[src/rtl/serial_add_ctrl.sv]
// Bit-serial adder sequencer: drives an external registered full-adder stage
// one bit pair per step, LSB first, and assembles the sum with a carry-out.
module serial_add_ctrl #(
  parameter int WIDTH = 8,
  parameter int LAT   = 2
) (
  input  logic             clk,
  input  logic             rst,
  input  logic             in_valid,
  output logic             in_ready,
  input  logic [WIDTH-1:0] op_a,
  input  logic [WIDTH-1:0] op_b,
  input  logic             cin,
  output logic             fa_a,
  output logic             fa_b,
  output logic             fa_c,
  input  logic             fa_sum,
  input  logic             fa_carry,
  output logic             out_valid,
  input  logic             out_ready,
  output logic [WIDTH-1:0] result,
  output logic             cout
);

  localparam int IDXW = (WIDTH > 1) ? $clog2(WIDTH) : 1;
  localparam int PHW  = $clog2(LAT + 1);
  localparam logic [IDXW-1:0] LAST_IDX  = IDXW'(WIDTH - 1);
  localparam logic [PHW-1:0]  SAMPLE_PH = PHW'(LAT);

  typedef enum logic [1:0] {IDLE, RUN, DONE} state_t;

  state_t           state_q;
  logic [WIDTH-1:0] a_q, b_q, res_q;
  logic [IDXW-1:0]  idx_q;
  logic [PHW-1:0]   phase_q;
  logic             in_ready_q, out_valid_q, cout_q;
  logic             fa_a_q, fa_b_q, fa_c_q;
  logic [WIDTH-1:0] res_d;

  // Sum bits arrive LSB first, so shift them in from the top.
  assign res_d = (res_q >> 1) | (WIDTH'(fa_sum) << (WIDTH - 1));

  always_ff @(posedge clk) begin
    if (rst) begin
      state_q     <= IDLE;
      a_q         <= '0;
      b_q         <= '0;
      res_q       <= '0;
      idx_q       <= '0;
      phase_q     <= '0;
      in_ready_q  <= 1'b1;
      out_valid_q <= 1'b0;
      cout_q      <= 1'b0;
      fa_a_q      <= 1'b0;
      fa_b_q      <= 1'b0;
      fa_c_q      <= 1'b0;
    end else begin
      case (state_q)
        IDLE: begin
          if (in_valid && in_ready_q) begin
            a_q        <= op_a >> 1;
            b_q        <= op_b >> 1;
            fa_a_q     <= op_a[0];
            fa_b_q     <= op_b[0];
            fa_c_q     <= cin;
            idx_q      <= '0;
            phase_q    <= '0;
            in_ready_q <= 1'b0;
            state_q    <= RUN;
          end
        end
        RUN: begin
          if (phase_q == SAMPLE_PH) begin
            res_q   <= res_d;
            phase_q <= '0;
            if (idx_q == LAST_IDX) begin
              cout_q      <= fa_carry;
              out_valid_q <= 1'b1;
              state_q     <= DONE;
            end else begin
              fa_a_q <= a_q[0];
              fa_b_q <= b_q[0];
              fa_c_q <= fa_carry;
              a_q    <= a_q >> 1;
              b_q    <= b_q >> 1;
              idx_q  <= idx_q + 1'b1;
            end
          end else begin
            phase_q <= phase_q + 1'b1;
          end
        end
        DONE: begin
          if (out_ready) begin
            out_valid_q <= 1'b0;
            in_ready_q  <= 1'b1;
            state_q     <= IDLE;
          end
        end
        default: state_q <= IDLE;
      endcase
    end
  end

  assign in_ready  = in_ready_q;
  assign out_valid = out_valid_q;
  assign result    = res_q;
  assign cout      = cout_q;
  assign fa_a      = fa_a_q;
  assign fa_b      = fa_b_q;
  assign fa_c      = fa_c_q;

endmodule
[config.mk]
export PLATFORM = sky130hd
export DESIGN_NAME = serial_add_ctrl
export DESIGN_NICKNAME = d
export VERILOG_FILES = /design/src/rtl/serial_add_ctrl.sv
export SDC_FILE = /design/constraint.sdc
export NUM_CORES = 1
export LEC_CHECK = 0
export CAP_MARGIN = 10
export CORE_UTILIZATION = 28
export CTS_BUF_LIST = sky130_fd_sc_hd__clkbuf_4
export DETAILED_ROUTE_END_ITERATION = 16
export PLACE_DENSITY = 0.46
export SYNTH_ARGS = -nofsm -noshare
export SYNTH_HDL_FRONTEND = slang
export SYNTH_SLANG_ARGS = --single-unit
[constraint.sdc]
create_clock -name clk -period 3.91 [get_ports clk]
set_input_delay 0.782 -clock clk [delete_from_list [all_inputs] [get_ports clk]]
set_output_delay 0.782 -clock clk [all_outputs]
set_load 0.1 [all_outputs]
After elaboration in Yosys (flattened, before gate mapping). Index checks and enable logic that the tools add are counted.

Input bits: 23. Bits in registers: 37. Output and inout port bits: 14. Word-level logic and storage cells: 75.

Equality and inequality tests: 9. Multiplexer cells: 39. Reductions and logical operators: 12. Bitwise logic cells: 1. Add/sub/neg operators: 2.

Operators with widths (count): 8-bit 2-to-1 mux (6); 8-bit one-hot mux with 2 select lines (2); 1-bit 2-to-1 mux (14); 2-bit 2-to-1 mux (6); 4-bit AND reduction (3); 2-bit inequality test, second input constant (5); 1-bit one-hot mux with 2 select lines (5); 3-bit 2-to-1 mux (3); 7-bit by 8-bit bitwise OR with 8-bit output (1); 2-bit one-hot mux with 3 select lines (1); 3-bit one-hot mux with 2 select lines (1); 3-bit AND reduction (2); 2-bit nonzero test (3); 2-bit == test, second input constant (2); 2-bit one-hot mux with 2 select lines (1); 2-bit AND reduction (2); 3-bit by 1-bit adder with 3-bit output, second input constant (1); 3-bit == test, second input constant (1); 2-bit by 1-bit adder with 2-bit output, second input constant (1); 2-bit by 1-bit == test with 1-bit output, second input constant (1); 2-bit zero test (1); 1-bit logical AND (1).

Longest topological paths before layout.
Depth in word-level cells: 4. Mapped depth: 7. Depth with buffers taken out: 5.

Worst setup path before layout. No wires, ideal clock.

Kind: register -> register. From: register in_ready_q (netlist: in_ready). To: register fa_c_q (netlist: fa_c). Setup slack: 1.991 ns. Path buffers: 2. Clock period less this slack: 1.919 ns. Arrival time: 1.838 ns. Setup time: 0.080 ns. Data required time: 3.830 ns. Cell stages (with the launch flop): 6. Cell sequence: dfxtp_1 > and4bb_1 > buf_4 > buf_6 > a211oi_2 > a211oi_2.

Cells in the longest elaborated chain, start to end: 3.

Ends and longest elaborated chain: start: declaration (RTL line 36) `logic in_ready_q, out_valid_q, cout_q;`; start signal: assignment (RTL line 51) `in_ready_q <= 1'b1;`; start signal: assignment (RTL line 68) `in_ready_q <= 1'b0;`; start signal: assignment (RTL line 95) `in_ready_q <= 1'b1;`; 1-bit logical AND (RTL line 60) `if (in_valid && in_ready_q) begin`; 2-bit inequality test (no source line); 4-bit AND reduction (no source line); end signal: assignment (RTL line 65) `fa_c_q <= cin;`; end signal: assignment (RTL line 83) `fa_c_q <= fa_carry;`; end: declaration (RTL line 37) `logic fa_a_q, fa_b_q, fa_c_q;`.

No other way between the ends. A chain may end at the register's enable or synchronous reset.

Worst setup path in the final report.
From: register in_ready_q (netlist: in_ready). To: output port in_ready.

RTL lines: end: declaration (RTL line 10) `output logic in_ready,`.

No word-level cell between the ends.

==> run metrics <==
DRC marker count from the first detailed-route iteration 32; routed wire length per instance 13.89 um; Cell Rows 28; first-pass GRT wire length 6147 um; cell family with most CP delay buffers and inverters; fin crit share 70.29%; Post-Synth Simple-Gate Area 11.88%; WHS 0.4655 ns; setup skew after layout 0.01701 ns; reg2reg start state_q[1]; outcome finished clean; chip height 80.30 um; fin area 0.002107 mm2; Syn Nets 197; Core Box Area 0.005921 mm2; CTS Sinks 35; H-tree depth 2; sequential area share after synthesis 40.82%; DIE AREA 0.006448 mm2; Worst Tran Pin Value 1.187 ns; min Tclk post-route 2.748 ns; final setup fails 0; Antenna diodes 0; Adder-Cell Fraction of Synth Area 2.187%; static leakage 0.7469 nW; DP HPWL 2386 um; share of cells above drive strength 1 14.07%; Seq cells post-synth 35; clk_lat worst skew 0.33 ns; I/O pin count 37; vias per cell 5.033; initial antenna violation count 0; multi-input logic area 875.8 um2; Die Wd 80.30 um; Slowest cell on crit path clkdlybuf4s50_1; Yosys cell types 29; Resize count post-CTS 0; Max clock buf depth 2; WP data arrival 1.97 ns; clock root buffer clkbuf_4; maximum clock rate 363.8 MHz; Netlist Area Pre-Place 0.001717 mm2; Rel. slew slack 20.88%; RD Place Congestion 0.6931; max incr delay on CP 1.18 ns; CP startpoint in_ready; Required @ worst endpoint 3.13 ns; DRC violations left 0; Total Neg Setup Slack 0 ns; FF/Latch Area 700.7 um2; syn avg cell area 10.04 um2; largest net degree at the start of global routing 36; Starting Density 28.99%; gr usage total 12.38%; Port Buf Inserts 36; post-synthesis mux area share 8.746%; Min-Delay Path Class reg -> reg; RSZ-0062 raised after global routing no; final net count 224; Hold Fails Final Rpt 0; area grow syn2layout 22.74%; CTS clk-pin slew, worst paths 0.11 ns; vias in the first global route 1351; GRT overflow 0; post-synthesis compound-gate area fraction 28.21%; Power Dens Cells 353.9 mW/mm2; Buf/Inv on CP 1; detailed-route via count 1379; cts bufs inserted 5; FILL cells 610; placement-stage cell area 0.002049 mm2; hold_buf cts 0; crit-path cells clkdlybuf4s50_1; warnings from Yosys 0; CP startpoint kind flip-flop; Post-Synth XOR/XNOR Area 0%; Max Cap Violations 0; Final Max Slew Viols 0; Post-CTS Repair Setup Buffers 0; TritonRoute pass-1 iters 4; crit-path max FO 6; CTS tree built; CP Class reg -> out; Peak VDD IR 0.1138 mV; Antenna Violating Nets Remaining 0; hold_sp result[0]; cells after synthesis 171; Worst setup EP type primary output; largest family of logic cells by synthesized area compound AO/OA/AOI/OAI gates; final WL 3807 um
## path summary, 6_finish.rpt
check / to / slack, ns / cells after the start
max: in_ready / 1.16 / 1
min: result[0] / 0.47 / 2
max reg2reg: b_q[2] / 1.54 / 3
min reg2reg: result[0] / 0.47 / 2
## report_power, final
part	switching, mW	internal, mW	leakage (nW)
sequential	0.0149	0.376	0.286
clock	0.118	0.0840	0.0361
combinational	0.0854	0.0666	0.425
total	0.219	0.527	0.747
## synth_stat cells
master	instances	area, um2
nand4bb_1	1	11.26
buf_12	1	20.02
o211ai_1	5	37.54
nand3_1	4	20.02
or3_1	2	12.51
buf_1	1	3.750
nand4bb_2	1	16.27
a211oi_1	13	97.59
buf_6	4	45.04
nor3_1	1	5.000
nor4_1	1	6.260
o21ai_0	3	15.01
buf_2	3	15.01
mux2i_1	15	150.1
nand3b_1	1	7.510
a211oi_2	17	212.7
o21ai_2	1	8.760
dfxtp_1	35	700.7
inv_1	2	7.510
a21oi_1	21	105.1
nand2b_1	2	12.51
nand2_1	21	78.83
o21bai_1	1	7.510
buf_4	4	30.03
ha_1	3	37.54
and4bb_1	2	25.02
clkinv_1	1	3.750
or3b_1	1	8.760
clkbuf_1	4	15.01
## through the flow
step,setup WS (ns),cells,util [%],total power [mW]
6_report,1.162,274,35.59,0.7456
5_1_grt,1.095,274,35.59,0.7882
4_1_cts,1.145,274,35.59,0.7604
3_5_place_dp,1.348,266,34.62,0.5537
3_3_place_gp,1.431,266,34.62,0.5508
2_1_floorplan,1.991,171,-,0.5128
## kinds of logic after synthesis
| group | Yosys count |
|---|---|
| mux | 15 |
| compound gates | 61 |
| fa+ha+maj | 3 |
| buf+inv | 20 |
| flops | 35 |
| simple gates | 37 |
## worst register-to-register path, cell delays in order, from the launching register on
cell and delay, ns:
dfxtp_1 0.40, nand4bb_1 0.70, o21ai_2 0.94, a211oi_1 0.18
## layout make-up
class / count / share of cell area, %
clock inverter: 1 / 0.2375
timing repair buffer: 37 / 17.46
multi-input combinational: 116 / 41.57
inverter: 3 / 0.5344
tap: 75 / 4.454
sequential: 35 / 33.25
clock buffer: 7 / 2.494
## state kept, by name, summed over array words and instances, names as in the netlist
name,count
idx_q,3
phase_q,2
in_ready,1
fa_a,1
fa_c,1
a_q,7
fa_b,1
cout,1
result,8
out_valid,1
b_q,7
state_q,2
## cell usage in the layout (no fill, tap or decap)
cell type	netlist	final
clkbuf_4	0	7
nand3b_1	1	1
clkinv_2	0	1
nor3_1	1	1
o21ai_0	3	3
a211oi_2	17	17
buf_4	4	1
a21oi_1	21	21
o21bai_1	1	1
clkinv_1	1	1
or3b_1	1	1
o21ai_2	1	1
dfxtp_1	35	35
nand3_1	4	4
ha_1	3	3
a211oi_1	13	13
inv_1	2	2
nand4bb_2	1	1
or3_1	2	2
nor4_1	1	1
clkdlybuf4s50_1	0	36
and4bb_1	2	2
o211ai_1	5	5
mux2i_1	15	15
nand4bb_1	1	1
nand2b_1	2	2
nand2_1	21	21
## metal layers
layer  wire [um]  GRT usage, %  part of all wire, %  vias up
li1            -             -                    -      690
met1        1790         14.16                   47      652
met2        1806         22.14                   47       31
met3         167         3.409                  4.4        6
met4          43         3.929                  1.1        0
met5           0             0                    0        -
Power figures use the tool's default switching activity.
